$ cat config.mk
export PLATFORM = sky130hd
export DESIGN_NAME = uart_alu_requester
export DESIGN_NICKNAME = d
export VERILOG_FILES = /design/src/rtl/uart_alu_requester.sv
export SDC_FILE = /design/constraint.sdc
export NUM_CORES = 1
export LEC_CHECK = 0
export ABC_AREA = 1
export BUFFER_PORTS_ARGS = -buffer_cell sky130_fd_sc_hd__buf_2
export CORE_MARGIN = 2
export CORE_UTILIZATION = 50
export CTS_BUF_LIST = sky130_fd_sc_hd__clkbuf_16
export DETAILED_ROUTE_END_ITERATION = 10
export GPL_ROUTABILITY_DRIVEN = 0
export GPL_TIMING_DRIVEN = 1
export PLACE_DENSITY = 0.78
export SYNTH_ARGS = -nofsm -noshare
export SYNTH_HDL_FRONTEND = slang
export SYNTH_SLANG_ARGS = --single-unit
$ cat constraint.sdc
create_clock -name i_clk -period 1.9 [get_ports i_clk]
set_clock_uncertainty 0.1 [all_clocks]
set_input_delay 0.19 -clock i_clk [delete_from_list [all_inputs] [get_ports i_clk]]
set_output_delay 0.19 -clock i_clk [all_outputs]
set_load 0.01 [all_outputs]
$ cat src/rtl/uart_alu_requester.sv
`default_nettype none
// ============================================================================
// Module   : uart_alu_requester
// Purpose  : Sends A, B, opcode over a UART FIFO pair and waits for the result byte.
// Revision : 1.0
// ============================================================================
module uart_alu_requester #(
    parameter int DATA_BITS   = 8,
    parameter int OPCODE_BITS = 6,
    parameter int TIMEOUT     = 1000000
) (
    input  logic                   i_clk,
    input  logic                   i_reset,
    input  logic                   i_start,
    input  logic [DATA_BITS-1:0]   i_op_a,
    input  logic [DATA_BITS-1:0]   i_op_b,
    input  logic [OPCODE_BITS-1:0] i_op_code,
    input  logic                   i_tx_full,
    input  logic                   i_rx_empty,
    input  logic [DATA_BITS-1:0]   i_r_data,
    output logic [DATA_BITS-1:0]   o_w_data,
    output logic                   o_wr_uart,
    output logic                   o_rd_uart,
    output logic [DATA_BITS-1:0]   o_result,
    output logic                   o_busy,
    output logic                   o_done,
    output logic                   o_timeout
);

    localparam int              CNT_W    = (TIMEOUT > 1) ? $clog2(TIMEOUT) : 1;
    localparam logic [CNT_W-1:0] CNT_LAST = CNT_W'(TIMEOUT - 1);

    typedef enum logic [1:0] {
        S_IDLE    = 2'd0,
        S_SEND    = 2'd1,
        S_WAIT_RX = 2'd2,
        S_DONE    = 2'd3
    } state_t;

    state_t                 state_q, state_d;
    logic [DATA_BITS-1:0]   op_a_q, op_a_d;
    logic [DATA_BITS-1:0]   op_b_q, op_b_d;
    logic [OPCODE_BITS-1:0] op_code_q, op_code_d;
    logic [1:0]             idx_q, idx_d;
    logic [CNT_W-1:0]       cnt_q, cnt_d;
    logic [DATA_BITS-1:0]   result_q, result_d;
    logic [DATA_BITS-1:0]   tx_byte;

    always_ff @(posedge i_clk or posedge i_reset) begin
        if (i_reset) begin
            state_q   <= S_IDLE;
            op_a_q    <= '0;
            op_b_q    <= '0;
            op_code_q <= '0;
            idx_q     <= 2'd0;
            cnt_q     <= '0;
            result_q  <= '0;
        end else begin
            state_q   <= state_d;
            op_a_q    <= op_a_d;
            op_b_q    <= op_b_d;
            op_code_q <= op_code_d;
            idx_q     <= idx_d;
            cnt_q     <= cnt_d;
            result_q  <= result_d;
        end
    end

    always_comb begin
        case (idx_q)
            2'd0:    tx_byte = op_a_q;
            2'd1:    tx_byte = op_b_q;
            default: tx_byte = DATA_BITS'(op_code_q);
        endcase
    end

    always_comb begin
        state_d   = state_q;
        op_a_d    = op_a_q;
        op_b_d    = op_b_q;
        op_code_d = op_code_q;
        idx_d     = idx_q;
        cnt_d     = cnt_q;
        result_d  = result_q;
        o_w_data  = '0;
        o_wr_uart = 1'b0;
        o_rd_uart = 1'b0;
        o_done    = 1'b0;
        o_timeout = 1'b0;

        case (state_q)
            S_IDLE: begin
                // Stale bytes are drained before a request may begin.
                if (!i_rx_empty) begin
                    o_rd_uart = 1'b1;
                end else if (i_start) begin
                    op_a_d    = i_op_a;
                    op_b_d    = i_op_b;
                    op_code_d = i_op_code;
                    idx_d     = 2'd0;
                    state_d   = S_SEND;
                end
            end
            S_SEND: begin
                o_w_data = tx_byte;
                if (!i_tx_full) begin
                    o_wr_uart = 1'b1;
                    if (idx_q == 2'd2) begin
                        idx_d   = 2'd0;
                        cnt_d   = '0;
                        state_d = S_WAIT_RX;
                    end else begin
                        idx_d = idx_q + 2'd1;
                    end
                end
            end
            S_WAIT_RX: begin
                // An arriving byte wins over an expiring counter.
                if (!i_rx_empty) begin
                    result_d  = i_r_data;
                    o_rd_uart = 1'b1;
                    state_d   = S_DONE;
                end else if (cnt_q == CNT_LAST) begin
                    o_timeout = 1'b1;
                    state_d   = S_IDLE;
                end else begin
                    cnt_d = cnt_q + 1'b1;
                end
            end
            default: begin
                o_done  = 1'b1;
                state_d = S_IDLE;
            end
        endcase

        if (i_reset) begin
            o_w_data  = '0;
            o_wr_uart = 1'b0;
            o_rd_uart = 1'b0;
            o_done    = 1'b0;
            o_timeout = 1'b0;
        end
    end

    assign o_result = result_q;
    assign o_busy   = (state_q != S_IDLE) && !i_reset;

endmodule
`default_nettype wire

==> flow_summary.toml <==
[clock_network]
cts-root-buf = "clkbuf_16"
cts_tree = "done"
h-tree-depth = 2
clock_latency_ps = 290
clk_pin_slew_ps = 70
clkSinkCount = 54
cts_buffers = 5
max-clock-path-buffers = 2

[timing]
final.min_clock_period_ps = 1830
setup_viol = 0
period_share_pct = 96.4
hold_viol = 0
rsz0062_at_grt = "true"
fmax_mhz = 546
tightest_slew_ps = 423
slew_viol_final = 0
maxSlewHeadroom_pct = 71.8

[setup_path]
arrival_ps = 1540
cpLargestDelayFamily = "simple AND/OR/NAND/NOR gates"
critPathKind = "reg -> out"
critPathLaunchType = "flop"
cp_cell_sequence = "inv_1 > nand3_1 > nor2_1 > nand3_2 > nor4_1 > buf_2"
cp.required_ps = 1610
worst-path-buf-inv = 2
endpoint_kind = "primary output"
slowest_delay_ps = 430
reg2reg_setup_slack_ps = 160
slowest_stage = "dfrtp_1"
path_max_fanout = 5

[detailed_routing]
vias_per_cell = 5.20
initialDrtViolationCount = 226
drc = 0
vias = 2803
drt_first_pass_iters = 4
route.final.wire_length_um = 6830
wl_per_cell_um = 12.7
ant_nets = 0

[placement]
dp.cells = 512
dp_hpwl_um = 4750
portBuffers = 55

[synth]
synth.distinct_cells = 31
avgSynthCellArea_um2 = 7.96
synthTopCellsByCount = "nand2_1 (124), dfrtp_1 (54), nor2_1 (38)"
synth_fp_nets = 415
async_reset_ff_share_pct = 100
ys_warn_count = 0
ys_seq_area_share_pct = 44.8
yosysTopAreaCell = "dfrtp_1"
ys.flop_type = "dfrtp_1"
yosysTopAreaCellShare_pct = 44.8
netlist_top_cells_area = "dfrtp_1 (45%), nand2_1 (15%), mux2_2 (6.7%), nand3_1 (6.0%), nor2_1 (4.7%)"
synth-edff-count = 0
syn_inst = 379
ys_seq_elements = 54
yosysMostFrequentCell = "nand2_1"
synth_area_mm2 = 0.00302

[final_layout]
drive_gt1_share_pct = 31.5
final_cells = 539
nNetsFinal = 499
antenna_cells = 0
syn_to_final_growth_pct = 25.3

[floorplan]
die_height_um = 81.7
start_util_pct = 51.2
die_width_um = 81.7
num_rows = 28
core_area_mm2 = 0.00589
die-area_mm2 = 0.00667
io_pins = 56

[grt]
grt_pass1_wl_um = 11700
grt_overflow = 0
grt_max_degree = 34
grt_pass1_vias = 2723
antenna_found_initial = 0
grtUsageTotal_pct = 22.3

[power]
vdd.ir_drop.worst_v = 0.000825
p_comb_share_pct = 38.3
clockPowerShare_pct = 23.2
switching_share_pct = 35.9
p_leak_uw = 0.00181
power_uw = 4510
switchingPower_uw = 1620
powerDensity_mw_per_mm2 = 1190
seqPwrFrac_pct = 38.5
internal_power_uw = 2890

[run]
drv_cap = 0

[hold_path]
min_path_type = "in -> reg"

[run_status]
status = "complete, no violations"
-- placed cells by master, fill, tap and decap left out, types with 2 or more instances in the layout --
master / count
dfrtp_2: 4
o21ai_1: 5
clkbuf_16: 5
dlygate4sd3_1: 7
xor2_1: 2
nor2_1: 35
nor2_2: 7
mux2_2: 18
nand2_2: 3
nand2_1: 124
inv_2: 6
nor2_4: 3
o21ai_0: 8
o21ai_2: 11
dfrtp_1: 50
o211ai_1: 2
mux2_1: 4
buf_2: 55
buf_4: 22
or2_2: 3
nand4_1: 5
nand3_2: 3
a21oi_1: 3
nand3_1: 34
o21bai_1: 3
nor3_1: 3
inv_1: 29
-- power by group through the flow --
| stage | sequential (uW) | clock, uW | combinational, uW |
|---|---|---|---|
| floorplan | 1740 | 0 | 1210 |
| CTS | 1730 | 1070 | 1690 |
| global route | 1780 | 1110 | 1950 |
| finish | 1740 | 1050 | 1730 |
| global placement | 1730 | 0 | 1610 |
| detailed placement | 1740 | 0 | 1650 |
-- final cells by class --
cell class	instances	area, um^2
Clock buffer	5	125
Clock inverter	3	43.8
Fill cell	487	2110
Inverter	35	131
Multi-Input combinational cell	282	1510
Sequential cell	54	1360
Tap cell	75	93.8
Timing Repair Buffer	85	522
-- sequential cells by signal, summed over array words and instances (netlist names) --
name	flops
op_a_q	8
op_b_q	8
op_code_q	6
state_q	2
cnt_q	20
idx_q	2
o_result	8
-- timing repair --
item                                   CTS  global route
hold buffers                             7             0
pin swaps                                3             3
endpoints found under the hold margin   18             0
setup buffers                           10             2
setup endpoints to repair                1            10
gates resized for setup                 11             5
-- kinds of logic after synthesis --
group	after synthesis	share of synthesized area, %
DFF	54	44.8
adders and majority gates	1	0.415
xor gates and xnor gates	2	0.581
and+or+nand+nor	224	32.3
muxes	22	8.22
AOI/OAI and AO/OA	33	7.30
buffers and inverters	43	6.39
-- through the flow --
stage               hold WS [ps]  utilization, %  setup slack (ps)  setup TNS, ps  area (um^2)
global route                12.2            64.2             -66.8          -90.1         3780
CTS                        0.527            63.7              7.56              0         3750
global placement             102            57.9               112              0         3410
detailed placement          99.6            57.9              28.7              0         3410
floorplan                    207               -               270              0         3020
finish                      2.85            64.2              67.9              0         3780
-- path summary, 6_finish.rpt --
check                       startpoint          end  cells after the start
setup / recovery              cnt_q[8]    o_timeout                      6
hold / removal             i_r_data[4]  o_result[4]                      3
setup reg to reg              idx_q[0]     cnt_q[9]                      8
hold reg to reg            o_result[6]  o_result[6]                      2
max in group asynchronous      i_reset     cnt_q[6]                      4
min in group asynchronous      i_reset    op_a_q[6]                      3
-- tightest hold or removal path: stages --
cell,delay [ps]
buf_2,80
nand2_1,50
nand2_1,50
-- layer usage --
| metal | global-route usage (%) | part of all wire [%] | vias up |
|---|---|---|---|
| li1 | - | - | 1391 |
| met1 | 28.7 | 44 | 1302 |
| met2 | 37.9 | 49 | 91 |
| met3 | 3.52 | 4.8 | 19 |
| met4 | 8.50 | 1.9 | 0 |
| met5 | 0 | 0 | - |
Power figures use the tool's default switching activity.
